$ cat src/rtl/sd_write_scheduler.sv
// sd_write_scheduler: runs the SD initializer, then launches one block write per full FIFO block.
// Optional macro SD_WRITE_RETRY_EN retries a failed block up to 3 times before ERROR.
module sd_write_scheduler #(
    parameter int unsigned BLOCK_BYTES  = 512,
    parameter int unsigned COUNT_WIDTH  = 10,
    parameter logic [31:0] START_SECTOR = 32'd0,
    parameter int unsigned MAX_BLOCKS   = 0,
    parameter int unsigned INIT_TIMEOUT = 65535,
    parameter int unsigned ACK_TIMEOUT  = 15
) (
    input  logic                   i_clk,
    input  logic                   i_reset,
    input  logic                   i_start,
    input  logic                   i_flush,
    output logic                   o_init_start,
    input  logic                   i_init_ready,
    input  logic                   i_init_mosi,
    input  logic                   i_init_cs,
    output logic                   o_wr_start,
    output logic [31:0]            o_32_wr_sector,
    output logic                   o_wr_pad,
    input  logic                   i_wr_busy,
    input  logic                   i_wr_error,
    input  logic                   i_wr_mosi,
    input  logic                   i_wr_cs,
    input  logic [COUNT_WIDTH-1:0] i_fifo_data_count,
    output logic                   o_mosi,
    output logic                   o_cs,
    output logic                   o_busy,
    output logic                   o_done,
    output logic                   o_error,
    output logic [15:0]            o_16_blocks,
    output logic [7:0]             o_8_status
);
    typedef enum logic [3:0] {
        IDLE = 4'd0, INIT_START = 4'd1, INIT_WAIT = 4'd2, WAIT_DATA = 4'd3,
        WR_START = 4'd4, WR_ACK = 4'd5, WR_WAIT = 4'd6, DONE = 4'd7, ERROR = 4'd8
    } state_t;

    state_t      state_q, state_d, fail_st;
    logic [31:0] timer_q, timer_d, sector_q, sector_d;
    logic [15:0] blocks_q, blocks_d, blocks_inc;
    logic        pad_q, pad_d, flush_q, flush_d, mosi_q, mosi_d, cs_q, cs_d;
    logic        count_full, count_nz, init_to, ack_to, blk_ok, max_hit, active, init_path, wr_path;

    assign count_full = 32'(i_fifo_data_count) >= 32'(BLOCK_BYTES);
    assign count_nz   = |i_fifo_data_count;
    assign init_to    = timer_q >= 32'(INIT_TIMEOUT) - 32'd1;
    assign ack_to     = timer_q >= 32'(ACK_TIMEOUT) - 32'd1;
    assign blk_ok     = state_q == WR_WAIT && !i_wr_busy && !i_wr_error;
    assign blocks_inc = (blocks_q == 16'hFFFF) ? blocks_q : blocks_q + 16'd1;
    assign max_hit    = (MAX_BLOCKS != 0) && ({16'd0, blocks_inc} == 32'(MAX_BLOCKS));
    assign active     = state_q != IDLE && state_q != DONE && state_q != ERROR;
    assign init_path  = state_q == INIT_START || state_q == INIT_WAIT;
    assign wr_path    = state_q == WR_START || state_q == WR_ACK || state_q == WR_WAIT;

`ifdef SD_WRITE_RETRY_EN
    logic [1:0] retry_q, retry_d;
    logic       blk_fail;
    assign blk_fail = (state_q == WR_WAIT && !i_wr_busy && i_wr_error) ||
                      (state_q == WR_ACK && !i_wr_busy && ack_to);
    assign fail_st  = (retry_q == 2'd3) ? ERROR : WR_START;
    assign retry_d  = blk_ok ? 2'd0 : (blk_fail && retry_q != 2'd3) ? retry_q + 2'd1 : retry_q;
    always_ff @(posedge i_clk or posedge i_reset)
        if (i_reset) retry_q <= 2'd0;
        else         retry_q <= retry_d;
`else
    assign fail_st = ERROR;
`endif

    always_ff @(posedge i_clk or posedge i_reset) begin
        if (i_reset) begin
            state_q  <= IDLE;
            timer_q  <= 32'd0;
            sector_q <= START_SECTOR;
            blocks_q <= 16'd0;
            pad_q    <= 1'b0;
            flush_q  <= 1'b0;
            mosi_q   <= 1'b1;
            cs_q     <= 1'b1;
        end else begin
            state_q  <= state_d;
            timer_q  <= timer_d;
            sector_q <= sector_d;
            blocks_q <= blocks_d;
            pad_q    <= pad_d;
            flush_q  <= flush_d;
            mosi_q   <= mosi_d;
            cs_q     <= cs_d;
        end
    end

    always_comb begin
        state_d = state_q;
        case (state_q)
            IDLE:       state_d = i_start ? INIT_START : IDLE;
            INIT_START: state_d = INIT_WAIT;
            INIT_WAIT:  state_d = i_init_ready ? WAIT_DATA : init_to ? ERROR : INIT_WAIT;
            WAIT_DATA:  state_d = (count_full || (flush_q && count_nz)) ? WR_START :
                                  flush_q ? DONE : WAIT_DATA;
            WR_START:   state_d = WR_ACK;
            WR_ACK:     state_d = i_wr_busy ? WR_WAIT : ack_to ? fail_st : WR_ACK;
            WR_WAIT:    state_d = i_wr_busy ? WR_WAIT : i_wr_error ? fail_st :
                                  (pad_q || max_hit) ? DONE : WAIT_DATA;
            DONE:       state_d = DONE;
            ERROR:      state_d = ERROR;
            default:    state_d = ERROR;
        endcase
    end

    // Datapath next-state; a padded block is chosen only when no full block is available.
    always_comb begin
        timer_d  = (state_d == state_q && (state_q == INIT_WAIT || state_q == WR_ACK)) ? timer_q + 32'd1 : 32'd0;
        sector_d = blk_ok ? sector_q + 32'd1 : sector_q;
        blocks_d = blk_ok ? blocks_inc : blocks_q;
        pad_d    = (state_q == WAIT_DATA) ? (!count_full && flush_q && count_nz) : blk_ok ? 1'b0 : pad_q;
        flush_d  = (blk_ok && pad_q) ? 1'b0 : (i_flush && active) ? 1'b1 : flush_q;
        mosi_d   = init_path ? i_init_mosi : wr_path ? i_wr_mosi : 1'b1;
        cs_d     = init_path ? i_init_cs : wr_path ? i_wr_cs : 1'b1;
    end

    always_comb begin
        o_init_start   = state_q == INIT_START;
        o_wr_start     = state_q == WR_START;
        o_busy         = active;
        o_done         = state_q == DONE;
        o_error        = state_q == ERROR;
        o_32_wr_sector = sector_q;
        o_wr_pad       = pad_q;
        o_16_blocks    = blocks_q;
        o_mosi         = mosi_q;
        o_cs           = cs_q;
`ifdef SD_WRITE_RETRY_EN
        o_8_status     = {state_q == ERROR, state_q == DONE, retry_q != 2'd0, i_init_ready, state_q};
`else
        o_8_status     = {state_q == ERROR, state_q == DONE, flush_q, i_init_ready, state_q};
`endif
    end
endmodule

$ cat config.mk
export PLATFORM = sky130hd
export DESIGN_NAME = sd_write_scheduler
export DESIGN_NICKNAME = d
export VERILOG_FILES = /design/src/rtl/sd_write_scheduler.sv
export SDC_FILE = /design/constraint.sdc
export NUM_CORES = 1
export LEC_CHECK = 0
export ABC_AREA = 1
export CAP_MARGIN = 20
export CORE_UTILIZATION = 54
export CTS_BUF_LIST = sky130_fd_sc_hd__clkbuf_4
export CTS_CLUSTER_SIZE = 12
export DETAILED_ROUTE_END_ITERATION = 10
export PLACE_DENSITY = 0.82
export REMOVE_ABC_BUFFERS = 1
export SETUP_SLACK_MARGIN = 0.15
export SLEW_MARGIN = 10
export SYNTH_ARGS = -nofsm -noshare
export SYNTH_HDL_FRONTEND = slang
export SYNTH_SLANG_ARGS = --single-unit
$ cat constraint.sdc
create_clock -name i_clk -period 3.5 [get_ports i_clk]
set_input_delay 0.7 -clock i_clk [delete_from_list [all_inputs] [get_ports i_clk]]
set_output_delay 0.7 -clock i_clk [all_outputs]
set_load 0.02 [all_outputs]
# Word-level counts from Yosys, hierarchy flattened
# Cells that the tools add are included.
[word_totals]
register_bits = 88
output_inout_bits = 64
elab_cells = 71
[op_classes]
add_sub_neg = 3
order_cmp = 3
eq_ne = 12
mux = 20
n_bitwise = 1
reduce_logical = 24
[op_table]
columns = ["cell", "count"]
rows = [
  ["$add 32x1->32 const B", 2],
  ["$ge 32x16->1 const B", 1],
  ["$ge 32x4->1 const B", 1],
  ["$mux 32", 1],
  ["$pmux 4 s8", 1],
  ["$mux 4", 6],
  ["$add 16x1->16 const B", 1],
  ["$eq 16x16->1 const B", 1],
  ["$eq 4x3->1 const B", 4],
  ["$ge 10x10->1 const B", 1],
  ["$logic_and 1x1->1", 10],
  ["$reduce_or 10->1", 1],
  ["$mux 1", 9],
  ["$mux 3", 3],
  ["$eq 4x2->1 const B", 2],
  ["$logic_or 1x1->1", 5],
  ["$eq 4x1->1 const B", 1],
  ["$eq 4x4->1", 1],
  ["$eq 4x4->1 const B", 1],
  ["$logic_not 4->1", 1],
  ["$ne 4x3->1 const B", 1],
  ["$ne 4x4->1 const B", 1],
  ["$reduce_bool 2->1", 2],
  ["$reduce_bool 4->1", 1],
  ["3 further kinds", 5],
]

# Longest topological paths before layout
[depth]
word_depth = 8
depth_mapped = 14
ltp_nobuf = 13

# Worst setup path after synthesis
# Ideal clock, no wire load.
[synth_timing]
kind = "reg-to-output"
startpoint = "register state_q[0]"
endpoint = "output o_8_status[7]"
arrival_ns = 1.541
t_required_ns = 2.800
slack_ns = 1.259
path_stages_with_launch = 5
path_buffers = 1
cell_sequence = "dfrtp_1 nor2_1 inv_1 nor3_1 buf_4"
[synth_via]
elab_chain_len = 1
[synth_lines]
columns = ["item", "line", "source"]
rows = [
  ["start: declaration", "40", "state_t state_q, state_d, fail_st;"],
  ["start signal: assignment", "82", "state_q <= state_d;"],
  ["$eq 4x4->1", "-", ""],
  ["end: declaration", "33", "output logic [7:0] o_8_status"],
]
# No other way between the ends.

# Worst setup path in the final report
[layout_timing]
startpoint = "register state_q[0]"
endpoint = "output o_8_status[7]"
[layout_via]
elab_chain_len = 1
[layout_lines]
columns = ["item", "line", "source"]
rows = [
  ["$eq 4x4->1", "136", "o_8_status = {state_q == ERROR, state_q == DONE, flush_q, i_init_ready, state_q};"],
]
# No other way between the ends.

==> impl_metrics.prom <==
# TYPE chip_impl_metric gauge
chip_impl_info{name="violated_checks",value="DRC"} 1
chip_impl_metric{name="yosys_register_bits",unit=""} 88
chip_impl_metric{name="cp_slowest_stage_delay",unit="ns"} 0.67
chip_impl_metric{name="cts-resized-gates",unit=""} 0
chip_impl_info{name="most-common-layout-cells",value="sky130_fd_sc_hd__nand2_1, sky130_fd_sc_hd__dfrtp_1, sky130_fd_sc_hd__clkdlybuf4s50_1"} 1
chip_impl_metric{name="finClkSkew",unit="ns"} 0.0200
chip_impl_metric{name="avgSynthCellArea",unit="µm²"} 8.52
chip_impl_metric{name="drt_pre_antenna_iters",unit=""} 7
chip_impl_info{name="run_status",value="finished, violations left"} 1
chip_impl_metric{name="vdd.ir_drop.worst",unit="mV"} 0.191
chip_impl_metric{name="synthesis.instances",unit=""} 532
chip_impl_metric{name="ff2ff_setup_slack",unit="ns"} 1.41
chip_impl_metric{name="final_layout_size_suffix_gt1_share",unit="%"} 8.59
chip_impl_metric{name="antenna-diode-count",unit=""} 0
chip_impl_info{name="rsz0062_at_grt",value="false"} 1
chip_impl_metric{name="synth.lib_cells_used.distinct",unit=""} 38
chip_impl_metric{name="report.final.setup_viol",unit=""} 0
chip_impl_metric{name="cts_hold_repair.buffers",unit=""} 0
chip_impl_metric{name="layout_worst_path_cycle_share",unit="%"} 82.9
chip_impl_metric{name="synth-async-reset-ratio",unit="%"} 100
chip_impl_metric{name="yosys_warnings",unit=""} 0
chip_impl_metric{name="reg2reg_depth",unit=""} 8
chip_impl_info{name="endpoint_kind",value="output port"} 1
chip_impl_metric{name="critical_path_stages",unit=""} 4
chip_impl_metric{name="hold_ws",unit="ns"} 0.495
chip_impl_metric{name="wl_per_cell",unit="µm"} 12.3
chip_impl_info{name="path_delay_family",value="buffers and inverters"} 1
chip_impl_metric{name="tns",unit="ns"} 0
chip_impl_metric{name="track_usage",unit="%"} 23.1
chip_impl_info{name="post-synth-top-area-cell",value="sky130_fd_sc_hd__dfrtp_1"} 1
chip_impl_metric{name="worst_pin_slew",unit="ns"} 0.640
chip_impl_metric{name="antenna_found_initial",unit=""} 0
chip_impl_metric{name="drt.antenna.violating_nets",unit=""} 0
chip_impl_info{name="yosys-top-cells-area",value="sky130_fd_sc_hd__dfrtp_1, sky130_fd_sc_hd__nand2_1, sky130_fd_sc_hd__xor2_1"} 1
chip_impl_metric{name="critPathRequiredTime",unit="ns"} 2.80
chip_impl_info{name="timing.critical_path.slowest_stage_cell",value="sky130_fd_sc_hd__clkdlybuf4s50_1"} 1
chip_impl_info{name="tritoncts",value="done"} 1
chip_impl_metric{name="ctsHtreeMaxLevel",unit=""} 3
chip_impl_metric{name="standard_cell_rows",unit=""} 33
chip_impl_info{name="cts-root-buf",value="sky130_fd_sc_hd__clkbuf_4"} 1
chip_impl_metric{name="finalCriticalPeriod",unit="ns"} 2.90
chip_impl_metric{name="finalWeightedCongestion",unit=""} 0.904
chip_impl_metric{name="floorplan.initialDensity",unit="%"} 55.4
chip_impl_metric{name="fmax",unit="MHz"} 344
chip_impl_metric{name="avgViaCountPerCell",unit=""} 5.01
chip_impl_metric{name="detailroute.wirelength.met2",unit="µm"} 4510
chip_impl_metric{name="floorplan.core_area",unit="µm²"} 8180
chip_impl_metric{name="mappedNetlistArea",unit="µm²"} 4530
chip_impl_metric{name="io_buffer_count",unit=""} 84
chip_impl_metric{name="grt_remaining_overflow",unit=""} 0
chip_impl_info{name="top_routing_layer_in_use",value="met4"} 1
chip_impl_metric{name="placedCellCount",unit=""} 729
chip_impl_info{name="synth_top_flop_cell",value="sky130_fd_sc_hd__dfrtp_1"} 1
chip_impl_metric{name="total_clock_buffers_created_by_cts",unit=""} 9
chip_impl_metric{name="met3_length",unit="µm"} 410
chip_impl_metric{name="hold-path-cell-count",unit=""} 1
chip_impl_metric{name="slew-limit-headroom",unit="%"} 57.3
chip_impl_metric{name="timing_max_transition_violations_final",unit=""} 0
chip_impl_metric{name="drt_drc_violations_left",unit=""} 1
chip_impl_metric{name="via_count",unit=""} 3732
chip_impl_metric{name="via_count_of_the_first_global_routing_pass",unit=""} 3731
chip_impl_metric{name="totalWireLength",unit="µm"} 9170
chip_impl_info{name="timing.critical_path.cells",value="nor2_1 -> inv_1 -> nor3_1 -> clkdlybuf4s50_1"} 1
chip_impl_metric{name="report.power.total",unit="mW"} 1.81
chip_impl_info{name="mostFrequentLayoutCell",value="sky130_fd_sc_hd__nand2_1"} 1
chip_impl_metric{name="wl_met1",unit="µm"} 4060
chip_impl_metric{name="cap_viol_max_count",unit=""} 0
chip_impl_metric{name="clock-sinks",unit=""} 88
chip_impl_metric{name="post_cts_buffers",unit=""} 0
chip_impl_metric{name="arrival",unit="ns"} 2.20
chip_impl_metric{name="clk_pin_slew_worst_paths",unit="ns"} 0.16
chip_impl_metric{name="synth_edf_count",unit=""} 0
chip_impl_metric{name="finalHoldViolations",unit=""} 0
chip_impl_metric{name="synth_seq_area_share",unit="%"} 48.7
chip_impl_metric{name="die_x",unit="µm"} 93.6
chip_impl_metric{name="final_nets",unit=""} 660
chip_impl_metric{name="critical_path_peak_fanout",unit=""} 7
chip_impl_metric{name="synth_top_cell_area_share",unit="%"} 47.5
chip_impl_metric{name="p_leak",unit="nW"} 2.67
chip_impl_metric{name="worst_skew_pair.late_latency",unit="ns"} 0.44
chip_impl_metric{name="critical_path_buf_inv_count",unit=""} 2
chip_impl_metric{name="io_pins",unit=""} 85
chip_impl_info{name="hold_path.class",value="flop to flop"} 1
chip_impl_metric{name="flow.area_growth_from_synthesis",unit="%"} 25.9
chip_impl_metric{name="clockBufferDepth",unit=""} 2
chip_impl_metric{name="dp_hpwl",unit="µm"} 6960
chip_impl_metric{name="final_cells",unit=""} 745
chip_impl_info{name="start_kind",value="flop"} 1
chip_impl_metric{name="die-height",unit="µm"} 93.6
chip_impl_metric{name="grt_pass1_wl",unit="µm"} 16000
chip_impl_info{name="crit_path_class",value="flop to output port"} 1
chip_impl_metric{name="detail_route.iter0.violations",unit=""} 139
chip_impl_metric{name="dieArea",unit="µm²"} 8760
chip_impl_metric{name="pwr_density_cell",unit="nW/µm²"} 317
chip_impl_metric{name="grt_start_max_net_pins",unit=""} 53
[where the power goes]
group          total, mW  switching, mW  internal, mW
clock              0.719          0.356         0.363
combinational     0.0608         0.0330        0.0278
sequential          1.03        0.00380          1.03
[cell type report]
class,count,area [µm²]
clock buffer,9,67.6
clock inverter,7,119
fill,640,2470
inverter,71,268
multi-input combinational,380,2050
sequential,88,2200
tap,105,131
timing repair buffer,85,861
[kinds of logic (layout without fill, tap and decap cells)]
family	after synthesis	count (layout)	synth area share (%)
other cells	1	15	0.0828
compound gates	22	22	3.01
fa+ha+maj	4	4	1.10
xor+xnor	54	54	10.4
buf+inv	78	172	7.15
flops	88	88	48.7
simple gates	285	285	29.6
[state kept, by name, summed over array words and instances (netlist names)]
| name | cells |
|---|---|
| state_q | 4 |
| timer_q | 32 |
| flush_q | 1 |
| o_wr_pad | 1 |
| o_mosi | 1 |
| o_32_wr_sector | 32 |
| o_cs | 1 |
| o_16_blocks | 16 |
[metal layers]
| metal | GRT usage, % | vias to the layer above |
|---|---|---|
| met1 | 28.8 | 1748 |
| met5 | 0 | - |
| met4 | 10.8 | 0 |
| li1 | - | 1867 |
| met3 | 3.41 | 17 |
| met2 | 39.3 | 100 |
[final timing paths]
path	start	endpoint
min	o_32_wr_sector[31]	o_32_wr_sector[31]
min reg2reg	o_32_wr_sector[31]	o_32_wr_sector[31]
max reg2reg	state_q[0]	o_16_blocks[13]
max	state_q[0]	o_8_status[7]
min in group asynchronous	i_reset	o_32_wr_sector[29]
max in group asynchronous	i_reset	o_mosi
[through the flow]
| step | util, % | instance area [µm²] | setup slack (ns) |
|---|---|---|---|
| 6_report | 69.8 | 5710 | 0.597 |
| 5_1_grt | 69.8 | 5710 | 0.526 |
| 4_1_cts | 69.8 | 5710 | 0.601 |
| 3_5_place_dp | 67.5 | 5520 | 0.754 |
| 3_3_place_gp | 67.5 | 5520 | 0.863 |
| 2_1_floorplan | - | 4530 | 0.525 |
[synthesized netlist by cell type (8+ instances only)]
cell type and n:
sky130_fd_sc_hd__dfrtp_1 86, sky130_fd_sc_hd__inv_1 67, sky130_fd_sc_hd__nand2_1 101, sky130_fd_sc_hd__nand3_1 29, sky130_fd_sc_hd__nand4_1 15, sky130_fd_sc_hd__nor2_1 80, sky130_fd_sc_hd__nor2_2 16, sky130_fd_sc_hd__nor3_1 24
sky130_fd_sc_hd__o21ai_0 8, sky130_fd_sc_hd__xnor2_1 16, sky130_fd_sc_hd__xor2_1 38
No activity file was read; power rests on OpenSTA's default activity.
==> RTL change: new RTL, same settings <==
Set the parameter `COUNT_WIDTH` to 8 (it was 10).
--- a/src/rtl/sd_write_scheduler.sv
+++ b/src/rtl/sd_write_scheduler.sv
@@ -2,7 +2,7 @@
 // Optional macro SD_WRITE_RETRY_EN retries a failed block up to 3 times before ERROR.
 module sd_write_scheduler #(
     parameter int unsigned BLOCK_BYTES  = 512,
-    parameter int unsigned COUNT_WIDTH  = 10,
+    parameter int unsigned COUNT_WIDTH  = 8,
     parameter logic [31:0] START_SECTOR = 32'd0,
     parameter int unsigned MAX_BLOCKS   = 0,
     parameter int unsigned INIT_TIMEOUT = 65535,
Interface: changed (resized i_fifo_data_count); port bits go from 85 to 83. No check against the original RTL was run, so the function may have changed too.
==> RTL change against the original RTL <==
  * Combinational power fell by 13%
  * Final cell count is 5.4% lower
  * Clock power is 4.6% lower
  * Cell area shrank 3.7%
  * Synthesized cell count shrank 6.6%
  * Sequential cell count unchanged
  * Routed wire length down 1.1%
  * Synthesized area decreased by 4.3%
  * First-iteration DRC count grew 7.9%
  * Via count shrank 6.4%
  * Count of clock-buffer cells in the layout is the same
  * Setup slack improved by 32 ps
  * Power is 2.4% lower
  * Critical endpoint is now o_busy
==> RTL change: results (changes against the original RTL) <==
[pwr]
ir_drop_mv = 0.162  ; -15%
leakagePower_uw = 0.00257  ; -3.7%
p_int_uw = 1410  ; -0.80%

[grt]
grt_use_met2_pct = 37.8  ; -1.5 points
grt_max_degree = 46  ; -13%
grt_pass1_wl_mm = 15.7  ; -1.8%
use_met3_pct = 5.72  ; +2.3 points
grtUsageMet1_pct = 31.5  ; +2.7 points
grtUsageTotal_pct = 23.5  ; +0.42 points
antenna_found_initial = 0  ; unchanged
grt_pass1_vias = 3447  ; -7.6%
grt.overflow.total = 0  ; unchanged

[clock_network]
clk_pin_slew_ps = 120  ; -40 ps
h-tree-depth = 3  ; unchanged
cts_resized = 0  ; unchanged
cts_root_buf = clkbuf_4
cts_buffers = 9  ; unchanged
postCtsSetupBuffers = 0  ; unchanged
worstSkewPairLatency_ps = 420  ; -20 ps
clockBufferDepth = 2  ; unchanged

[synthesis]
seq_area_frac_synth_pct = 50.8  ; +2.2 points
synth_top_family_by_area = simple AND/OR/NAND/NOR gates
synth_xor_area_share_pct = 11.3  ; +0.87 points
synth_mux_area_share_pct = 0  ; unchanged
synth_area_leaders = dfrtp_1 50%, nand2_1 7.9%, nor2_1 7.5%
yosysUniqueCellTypes = 29  ; -24%
ys.flop_type = dfrtp_1
synth-compound-area-share_pct = 1.87  ; -1.1 points
synthTopCellsByCount = 91 x nand2_1, 87 x nor2_1, 86 x dfrtp_1
yosys.area_share.adder_pct = 1.15  ; +0.049 points

[route]
drtPass1Iterations = 4  ; -3
viasPerCell = 4.96  ; -1.0%
wirelength_mm = 9.08  ; -1.1%
wl_met1_mm = 4.03  ; -0.67%
dr.first_iter.drc_count = 150  ; +7.9%
met3_length_um = 555  ; +35%
wl_met2_mm = 4.35  ; -3.6%
routed.top_layer = met4

[sta]
fin_skew_ps = 25.0  ; +5.02 ps
tightest_slew_ps = 747  ; +107 ps

[finish]
layout.nets = 623  ; -5.6%
fillers = 615  ; -3.9%
layout-drive-gt1-share_pct = 6.97  ; -1.6 points

[place]
place.gp.congestion = 0.922  ; +2.0%
port_buffers = 82  ; -2.4%
hpwl_mm = 6.71  ; -3.6%

[setup_path]
cp_slowest_cell = clkdlybuf4s50_1
arrival_ps = 2170  ; -30 ps
cpPeakStageDelay_ps = 660
worstPathMaxFanout = 7  ; unchanged

[outcome]
run_status = finished, final reports clean

==> RTL change: cell type report <==
| type | count | area [µm²] | share of cell area [%] |
|---|---|---|---|
| Sequential cell | 88 | 2200 | 40.1 |
| Multi-Input combinational cell | 359 | 1920 | 34.9 |
| Clock buffer | 9 | 67.6 | 1.23 |
| Inverter | 59 | 228 | 4.15 |
| Clock inverter | 5 | 106 | 1.94 |
| Timing Repair Buffer | 83 | 841 | 15.3 |
| Tap cell | 102 | 128 | 2.32 |
==> RTL change: cells by family (layout without fill, tap and decap cells) <==
family	after synthesis	after routing
adder cells (fa/ha/maj)	4	4
AO/OA/AOI/OAI	15	15
buffers and inverters	64	156
XOR/XNOR	56	56
AND/OR/NAND/NOR	269	269
other	1	15
flip-flops	88	88
==> RTL change: through the flow <==
stage               total power [µW]  hold WS, ps  worst slack (ps)  area [µm²]  cells
finish                          1770          493               629        5490    705
global route                    1840          515               505        5490    705
CTS                             1790          503               612        5490    705
detailed placement              1100          481               843        5320    691
global placement                1100          459               934        5320    691
floorplan                       1070          475               525        4350    506
==> RTL change: path summary, 6_finish.rpt <==
path                                          from                 end  slack (ps)  depth (start not counted)
min in group asynchronous                  i_reset     o_16_blocks[14]         690                          2
max in group asynchronous                  i_reset                o_cs        2060                          3
worst min-delay path            o_32_wr_sector[31]  o_32_wr_sector[31]         490                          1
worst max register to register          state_q[0]  o_32_wr_sector[31]        1510                          8
worst max-delay path                    state_q[0]              o_busy         630                          6
worst min register to register  o_32_wr_sector[31]  o_32_wr_sector[31]         490                          1
==> RTL change: power groups by stage <==
stage,Combinational (µW),Clock (µW),Sequential [µW]
finish,52.9,686,1030
global route,61.6,747,1030
CTS,54.3,707,1030
detailed placement,53.9,0,1050
global placement,53.7,0,1050
floorplan,21.6,0,1050
